$ cat src/rtl/capture_ctrl_if.sv
// Bus bundle between capture_ctrl and its environment: state-watcher handshake,
// trigger configuration, ADC sample input, RAM write port and an FSM debug view.
interface capture_ctrl_if #(
    parameter int DATA_WIDTH = 8,
    parameter int ADDR_WIDTH = 8,
    parameter int DIV_WIDTH  = 16
);
    // Handshake: activate is a level request. done rises once the capture completes
    // and is held until activate falls. Dropping activate earlier aborts the capture.
    logic                  activate;
    logic                  done;
    logic                  busy;
    logic                  triggered;
    logic [DATA_WIDTH-1:0] trig_level;
    logic                  trig_rising;
    logic [ADDR_WIDTH-1:0] pretrig;
    logic [DIV_WIDTH-1:0]  clk_div;
    logic                  adc_clk;
    logic [DATA_WIDTH-1:0] adc_data;
    logic [DATA_WIDTH-1:0] mem_data;
    logic [ADDR_WIDTH-1:0] mem_addr;
    logic                  mem_we;
    logic [ADDR_WIDTH-1:0] start_addr;
    logic                  auto_fired;
    logic [2:0]            fsm_state;

    modport slave (
        input  activate, trig_level, trig_rising, pretrig, clk_div, adc_data,
        output done, busy, triggered, adc_clk, mem_data, mem_addr, mem_we,
               start_addr, auto_fired, fsm_state
    );

    modport master (
        output activate, trig_level, trig_rising, pretrig, clk_div, adc_data,
        input  done, busy, triggered, adc_clk, mem_data, mem_addr, mem_we,
               start_addr, auto_fired, fsm_state
    );
endinterface

$ cat src/rtl/capture_ctrl.sv
// Single-shot oscilloscope capture sequencer: ADC strobe divider, pre-trigger fill,
// edge trigger, post-trigger fill. Optional timeout trigger: CAPTURE_AUTO_TRIG_EN.
module capture_ctrl #(
    parameter int DATA_WIDTH   = 8,
    parameter int ADDR_WIDTH   = 8,
    parameter int DIV_WIDTH    = 16,
    parameter int AUTO_TIMEOUT = 1024
) (
    input  logic           clk_50mhz,
    input  logic           reset,
    capture_ctrl_if.slave  bus
);
    typedef enum logic [2:0] {
        S_IDLE = 3'd0,
        S_PRE  = 3'd1,
        S_WAIT = 3'd2,
        S_POST = 3'd3,
        S_DONE = 3'd4
    } state_t;

    state_t                state, state_nxt;
    logic [DATA_WIDTH-1:0] lvl;
    logic                  rising;
    logic [ADDR_WIDTH-1:0] pre_n;
    logic [DIV_WIDTH:0]    per;
    logic [DIV_WIDTH:0]    div_cnt;
    logic [ADDR_WIDTH-1:0] wr_ptr;
    logic [ADDR_WIDTH:0]   cnt;
    logic [ADDR_WIDTH:0]   cnt_inc;
    logic [ADDR_WIDTH:0]   post_need;
    logic [DATA_WIDTH-1:0] prev;
    logic                  prev_valid;
    logic [ADDR_WIDTH-1:0] trig_addr;
    logic                  triggered_q;
    logic [DATA_WIDTH-1:0] mem_data_q;
    logic [ADDR_WIDTH-1:0] mem_addr_q;
    logic                  mem_we_q;
    logic                  busy_c;
    logic                  strobe;
    logic                  natural;
    logic                  forced;
    logic                  trig_hit;

    assign busy_c    = (state == S_PRE) || (state == S_WAIT) || (state == S_POST);
    assign strobe    = busy_c && bus.activate && (div_cnt == per - 1'b1);
    assign cnt_inc   = cnt + 1'b1;
    // The trigger sample plus the rest of the post fill make up DEPTH - pretrig samples.
    assign post_need = {1'b1, {ADDR_WIDTH{1'b0}}} - {1'b0, pre_n};

    always_comb begin
        natural = 1'b0;
        if (prev_valid) begin
            if (rising) natural = (prev < lvl) && (bus.adc_data >= lvl);
            else        natural = (prev > lvl) && (bus.adc_data <= lvl);
        end
    end

`ifdef CAPTURE_AUTO_TRIG_EN
    localparam int TW = $clog2(AUTO_TIMEOUT + 1);
    logic [TW-1:0] auto_cnt;
    logic          auto_q;
    assign forced         = (auto_cnt == TW'(AUTO_TIMEOUT));
    assign bus.auto_fired = auto_q;
`else
    localparam int unused_auto_timeout = AUTO_TIMEOUT;
    assign forced         = 1'b0;
    assign bus.auto_fired = 1'b0;
`endif

    assign trig_hit = strobe && (state == S_WAIT) && (natural || forced);

    always_ff @(posedge clk_50mhz) begin
        if (reset) state <= S_IDLE;
        else       state <= state_nxt;
    end

    always_comb begin
        state_nxt = state;
        case (state)
            S_IDLE: if (bus.activate) state_nxt = (bus.pretrig != '0) ? S_PRE : S_WAIT;
            S_PRE: begin
                if (!bus.activate)                                state_nxt = S_IDLE;
                else if (strobe && (cnt_inc == {1'b0, pre_n}))    state_nxt = S_WAIT;
            end
            S_WAIT: begin
                if (!bus.activate) state_nxt = S_IDLE;
                else if (trig_hit)
                    state_nxt = (post_need == (ADDR_WIDTH+1)'(1)) ? S_DONE : S_POST;
            end
            S_POST: begin
                if (!bus.activate)                       state_nxt = S_IDLE;
                else if (strobe && (cnt_inc == post_need)) state_nxt = S_DONE;
            end
            S_DONE:  if (!bus.activate) state_nxt = S_IDLE;
            default: state_nxt = S_IDLE;
        endcase
    end

    always_ff @(posedge clk_50mhz) begin
        if (reset) begin
            lvl         <= '0;
            rising      <= 1'b0;
            pre_n       <= '0;
            per         <= '0;
            div_cnt     <= '0;
            wr_ptr      <= '0;
            cnt         <= '0;
            prev        <= '0;
            prev_valid  <= 1'b0;
            trig_addr   <= '0;
            triggered_q <= 1'b0;
            mem_data_q  <= '0;
            mem_addr_q  <= '0;
            mem_we_q    <= 1'b0;
`ifdef CAPTURE_AUTO_TRIG_EN
            auto_cnt    <= '0;
            auto_q      <= 1'b0;
`endif
        end else begin
            mem_we_q <= 1'b0;
            if (state == S_IDLE || !bus.activate) begin
                div_cnt     <= '0;
                cnt         <= '0;
                prev_valid  <= 1'b0;
                triggered_q <= 1'b0;
`ifdef CAPTURE_AUTO_TRIG_EN
                auto_cnt    <= '0;
                auto_q      <= 1'b0;
`endif
                if (state == S_IDLE && bus.activate) begin
                    lvl    <= bus.trig_level;
                    rising <= bus.trig_rising;
                    pre_n  <= bus.pretrig;
                    per    <= ((bus.clk_div == '0) ? (DIV_WIDTH+1)'(1) : {1'b0, bus.clk_div}) + 1'b1;
                    wr_ptr <= '0;
                end
            end else if (busy_c) begin
                div_cnt <= strobe ? '0 : div_cnt + 1'b1;
`ifdef CAPTURE_AUTO_TRIG_EN
                if (state == S_PRE) auto_cnt <= '0;
`endif
                if (strobe) begin
                    mem_data_q <= bus.adc_data;
                    mem_addr_q <= wr_ptr;
                    mem_we_q   <= 1'b1;
                    wr_ptr     <= wr_ptr + 1'b1;
                    prev       <= bus.adc_data;
                    prev_valid <= 1'b1;
                    case (state)
                        S_PRE:  cnt <= (cnt_inc == {1'b0, pre_n}) ? '0 : cnt_inc;
                        S_WAIT: begin
                            if (trig_hit) begin
                                trig_addr   <= wr_ptr;
                                triggered_q <= 1'b1;
                                cnt         <= (ADDR_WIDTH+1)'(1);
`ifdef CAPTURE_AUTO_TRIG_EN
                                auto_q      <= forced && !natural;
                            end else begin
                                auto_cnt    <= auto_cnt + 1'b1;
`endif
                            end
                        end
                        S_POST:  cnt <= cnt_inc;
                        default: cnt <= cnt;
                    endcase
                end
            end
        end
    end

    assign bus.done       = (state == S_DONE);
    assign bus.busy       = busy_c;
    assign bus.triggered  = triggered_q;
    assign bus.adc_clk    = busy_c && (div_cnt < (per >> 1));
    assign bus.mem_data   = mem_data_q;
    assign bus.mem_addr   = mem_addr_q;
    assign bus.mem_we     = mem_we_q;
    assign bus.start_addr = (state == S_DONE) ? (trig_addr - pre_n) : '0;
    assign bus.fsm_state  = state;
endmodule

$ cat src/flat_wrapper.sv
// flat-port wrapper written by rule: the top's interface ports become plain ports
module capture_ctrl_flat 
#(
    parameter int DATA_WIDTH   = 8,
    parameter int ADDR_WIDTH   = 8,
    parameter int DIV_WIDTH    = 16,
    parameter int AUTO_TIMEOUT = 1024
)
  (clk_50mhz, reset, bus_activate, bus_trig_level, bus_trig_rising, bus_pretrig, bus_clk_div, bus_adc_data, bus_done, bus_busy, bus_triggered, bus_adc_clk, bus_mem_data, bus_mem_addr, bus_mem_we, bus_start_addr, bus_auto_fired, bus_fsm_state);
  capture_ctrl_if #(.DATA_WIDTH(DATA_WIDTH), .ADDR_WIDTH(ADDR_WIDTH), .DIV_WIDTH(DIV_WIDTH)) bus_i ();
  input  logic clk_50mhz;
  input  logic reset;
  input wire logic [$bits(bus_i.activate)-1:0] bus_activate;
  input wire logic [$bits(bus_i.trig_level)-1:0] bus_trig_level;
  input wire logic [$bits(bus_i.trig_rising)-1:0] bus_trig_rising;
  input wire logic [$bits(bus_i.pretrig)-1:0] bus_pretrig;
  input wire logic [$bits(bus_i.clk_div)-1:0] bus_clk_div;
  input wire logic [$bits(bus_i.adc_data)-1:0] bus_adc_data;
  output wire logic [$bits(bus_i.done)-1:0] bus_done;
  output wire logic [$bits(bus_i.busy)-1:0] bus_busy;
  output wire logic [$bits(bus_i.triggered)-1:0] bus_triggered;
  output wire logic [$bits(bus_i.adc_clk)-1:0] bus_adc_clk;
  output wire logic [$bits(bus_i.mem_data)-1:0] bus_mem_data;
  output wire logic [$bits(bus_i.mem_addr)-1:0] bus_mem_addr;
  output wire logic [$bits(bus_i.mem_we)-1:0] bus_mem_we;
  output wire logic [$bits(bus_i.start_addr)-1:0] bus_start_addr;
  output wire logic [$bits(bus_i.auto_fired)-1:0] bus_auto_fired;
  output wire logic [$bits(bus_i.fsm_state)-1:0] bus_fsm_state;
  assign bus_i.activate = bus_activate;
  assign bus_i.trig_level = bus_trig_level;
  assign bus_i.trig_rising = bus_trig_rising;
  assign bus_i.pretrig = bus_pretrig;
  assign bus_i.clk_div = bus_clk_div;
  assign bus_i.adc_data = bus_adc_data;
  assign bus_done = bus_i.done;
  assign bus_busy = bus_i.busy;
  assign bus_triggered = bus_i.triggered;
  assign bus_adc_clk = bus_i.adc_clk;
  assign bus_mem_data = bus_i.mem_data;
  assign bus_mem_addr = bus_i.mem_addr;
  assign bus_mem_we = bus_i.mem_we;
  assign bus_start_addr = bus_i.start_addr;
  assign bus_auto_fired = bus_i.auto_fired;
  assign bus_fsm_state = bus_i.fsm_state;
  capture_ctrl #(.DATA_WIDTH(DATA_WIDTH), .ADDR_WIDTH(ADDR_WIDTH), .DIV_WIDTH(DIV_WIDTH), .AUTO_TIMEOUT(AUTO_TIMEOUT)) u_core (.clk_50mhz(clk_50mhz), .reset(reset), .bus(bus_i));
endmodule
$ cat config.mk
export PLATFORM = sky130hd
export DESIGN_NAME = capture_ctrl_flat
export DESIGN_NICKNAME = d
export VERILOG_FILES = /design/src/rtl/capture_ctrl_if.sv /design/src/rtl/capture_ctrl.sv /design/src/flat_wrapper.sv
export SDC_FILE = /design/constraint.sdc
export NUM_CORES = 1
export LEC_CHECK = 0
export ABC_AREA = 1
export BUFFER_PORTS_ARGS = -buffer_cell sky130_fd_sc_hd__buf_4
export CAP_MARGIN = 10
export CORE_ASPECT_RATIO = 1.75
export CORE_UTILIZATION = 54
export CTS_BUF_LIST = sky130_fd_sc_hd__clkbuf_4 sky130_fd_sc_hd__clkbuf_8 sky130_fd_sc_hd__clkbuf_16
export DETAILED_ROUTE_END_ITERATION = 10
export HOLD_SLACK_MARGIN = 0.12
export PLACE_DENSITY = 0.78
export SLEW_MARGIN = 20
export SYNTH_ARGS = -nofsm -noshare
export SYNTH_HDL_FRONTEND = slang
export SYNTH_SLANG_ARGS = --single-unit
export TNS_END_PERCENT = 5
$ cat constraint.sdc
create_clock -name clk_50mhz -period 2 [get_ports clk_50mhz]
set_input_delay 0.4 -clock clk_50mhz [delete_from_list [all_inputs] [get_ports clk_50mhz]]
set_output_delay 0.4 -clock clk_50mhz [all_outputs]
set_load 0.02 [all_outputs]
==> metrics.txt <==
largest net degree at the start of global routing 33; sw power approximately 4000 uW; Pwr Density ~1000 nW/um^2; number of inserted diodes 0; logic gate share of total power 56.2%; violated checks setup timing; Total GRT Usage between 30 and 40%; Clock Tree Buf Depth 2; total CTS buffers 9; FF+latch count, synth 98; Hold Path Origin bus_adc_data[2]; main flop type after synthesis dfxtp_1; Starting DRT DRC Count 390; dpl cells around 1400; post-route worst setup slack -0.5926 ns; DRT antenna net count 0; Layout Cells excl Fill about 1400; Worst Hold End u_core.prev[2]; Fin Setup TNS -17.66 ns; sequential element share of the synthesized area between 20 and 30%; Pleak between 0.004 and 0.005 uW; status finished with violations; Synth Instances ~1000; clock latency on the worst-skew pair ~0.35 ns; Starting Density between 50% and 60%; Worst-path clk slew ~0.070 ns; number of synthesized flops with an enable pin 0; Max IR drop VDD roughly 730 uV; antenna violations before repair 0; routed wire length roughly 22 mm; startpoint types register; Final period util 129.6%; kind of critical path register to output pin; Site Rows 53; clock skew between 0.01 and 0.015 ns; num ports 77; most frequent cells in the layout 242 x nand2_1, 231 x buf_4, 136 x inv_1, 107 x nor2_1, 89 x dfxtp_1; reg-to-reg startpoint u_core.per[4]; port bufs between 70 and 80; Avg Inst Size Synth roughly 6.5 sq um; grt ovf 0; Worst Path Arrival between 2 and 2.5 ns; Netlist Area Pre-Place roughly 6700 sq um; Sink Count just under 100; CP endpoint kind output pin; Worst-Margin Slew between 0.6 and 0.7 ns; drt drc 0; hold_ws 0.2990 ns; commonest non-fill, non-tap cell in the layout nand2_1; Die Y between 100 and 150 um; r2r setup slk -0.42 ns; Slew Limit Fails 0; first-pass GRT wire length between 30 and 40 mm; Layout Nets roughly 1400; Hold WC Path Type input port to register; clock power share 18.8%; number of maximum-capacitance violations 0; R2R Path End u_core.wr_ptr[4]; root buffer cell clkbuf_16; DR vias approximately 7800; H-Tree Level Count 3; Critical Path RT ~1.6 ns; final setup fails 73; Core Region around 12000 sq um; share of async-settable or async-resettable flops after synthesis 0%; share of layout cells above drive strength 1 about 29%; minimum clock period around 2.6 ns; Slew headroom between 50% and 60%; vias in the first global route about 8000; Flop pwr share between 20% and 30%; FF-to-FF path depth 16; synth unique cells between 40 and 50; Hold Path Stages 3; Switching Share between 40% and 50%; RSZ-0062 raised after global routing yes; Avg Vias per Cell roughly 5.4; internal cell power approximately 5300 uW; Area growth, synth to finish 39.21%; Util after Layout slightly below 80%; final hold vios 0; Syn Nets 1130; maximum clock frequency around 390 MHz; drt wl/cell between 15 and 20 um; Die W between 80 and 90 um; 1st-pass router iterations 7; CTS tree done; CP Max Fanout 2; Synth warnings 0; RD Place Congestion 0.9223; DP HPWL between 15 and 20 mm; die area between 10000 and 15000 sq um
[state kept, by name, summed over array words and instances (netlist names)]
signal / cells
u_core.per: 17
u_core.trig_addr: 8
u_core.rising: 1
u_core.div_cnt: 17
u_core.prev_valid: 1
u_core.cnt: 9
u_core.bus.fsm_state: 3
u_core.prev: 8
u_core.bus.mem_we: 1
u_core.bus.triggered: 1
u_core.wr_ptr: 8
u_core.bus.mem_addr: 8
u_core.pre_n: 8
u_core.lvl: 8
[through the flow]
step | total power [uW] | setup slack [ns] | instance area [sq um]
3_3_place_gp | 6865 | -0.3816 | 8651
2_1_floorplan | 5120 | -0.09799 | 6755
6_report | 9339 | -0.5926 | 9364
3_5_place_dp | 6956 | -0.4223 | 8651
4_1_cts | 9036 | -0.6168 | 9178
5_1_grt | 9956 | -0.6914 | 9364
[cells by family (layout without fill, tap and decap cells)]
logic type | Yosys count | in the layout | share of synthesized area [%]
XOR/XNOR | 36 | 36 | 4.687
flip-flops | 98 | 98 | 29.17
adder cells (fa/ha/maj) | 45 | 45 | 8.482
AO/OA/AOI/OAI | 177 | 177 | 14.03
other | 1 | 1 | 0.05575
AND/OR/NAND/NOR | 510 | 510 | 33.59
buffers and inverters | 174 | 410 | 9.989
[Yosys cell counts (4+ instances only)]
cell	count	area [sq um]
xor2_1	18	157.7
o21ai_0	71	355.3
nor2_2	11	68.82
nand2_2	6	37.54
dfxtp_1	98	1962
a31oi_1	4	25.02
ha_1	44	550.5
clkbuf_1	15	56.30
inv_1	146	548.0
nand2_1	251	942.2
nor4_1	6	37.54
nor2_1	125	469.2
nand3b_1	8	60.06
a21oi_1	83	415.4
nand4_1	22	137.6
nor3b_1	6	45.04
nand3_1	47	235.2
nor3_1	12	60.06
inv_2	4	15.01
xnor2_1	18	157.7
[layout make-up]
cell class / count / area [sq um]
Inverter: 153 / 589.3
Multi-Input combinational cell: 769 / 4422
Tap cell: 165 / 206.4
Clock buffer: 9 / 225.2
Fill cell: 912 / 2705
Sequential cell: 98 / 1976
Timing Repair Buffer: 241 / 1873
Clock inverter: 7 / 72.57
[critical path, stage by stage, from the launching register on]
cell	delay (ns)
dfxtp_2	0.33
inv_2	0.07
ha_4	0.19
nand2_2	0.05
nand2_2	0.06
a21oi_2	0.12
inv_2	0.05
nand2_2	0.06
inv_2	0.05
nor2_4	0.11
o21bai_4	0.07
nand2_2	0.09
nand2_1	0.07
a21oi_2	0.14
xor2_1	0.19
nor2_2	0.05
buf_6	0.14
[metal layers]
layer,vias up,GRT usage (%),wire (um),share of wire (%)
met5,-,0,0,0
met4,0,30.75,1836,8.3
met3,122,4.302,948,4.3
met2,275,65.95,12030,54
met1,3577,29.69,7283,33
li1,3820,-,-,-
[power groups by stage]
stage	clock network, uW	registers, uW	logic, uW
finish	1750	2330	5250
global route	1830	2350	5770
CTS	1750	2320	4960
detailed placement	0	2360	4600
global placement	0	2350	4510
floorplan	0	2400	2720
[timing repair]
item	4_1_cts	5_1_grt
endpoints found under the hold margin	0	0
buffers inserted	13	1
hold buffers	0	0
endpoints found under the setup margin	73	81
pin swaps	24	9
gates resized for setup	31	63
[worst max-delay path by stage]
| stage | startpoint | to | slack (ns) | depth (start not counted) |
|---|---|---|---|---|
| finish | u_core.pre_n[1] | bus_start_addr[7] | -0.59 | 16 |
| global route | u_core.pre_n[3] | bus_start_addr[6] | -0.69 | 10 |
| CTS | u_core.pre_n[1] | bus_start_addr[5] | -0.62 | 17 |
| detailed placement | u_core.per[5] | bus_adc_clk | -0.42 | 10 |
| global placement | u_core.per[5] | bus_adc_clk | -0.38 | 10 |
| floorplan | u_core.pre_n[1] | bus_start_addr[7] | -0.1 | 15 |
No activity file was read; power rests on OpenSTA's default activity.
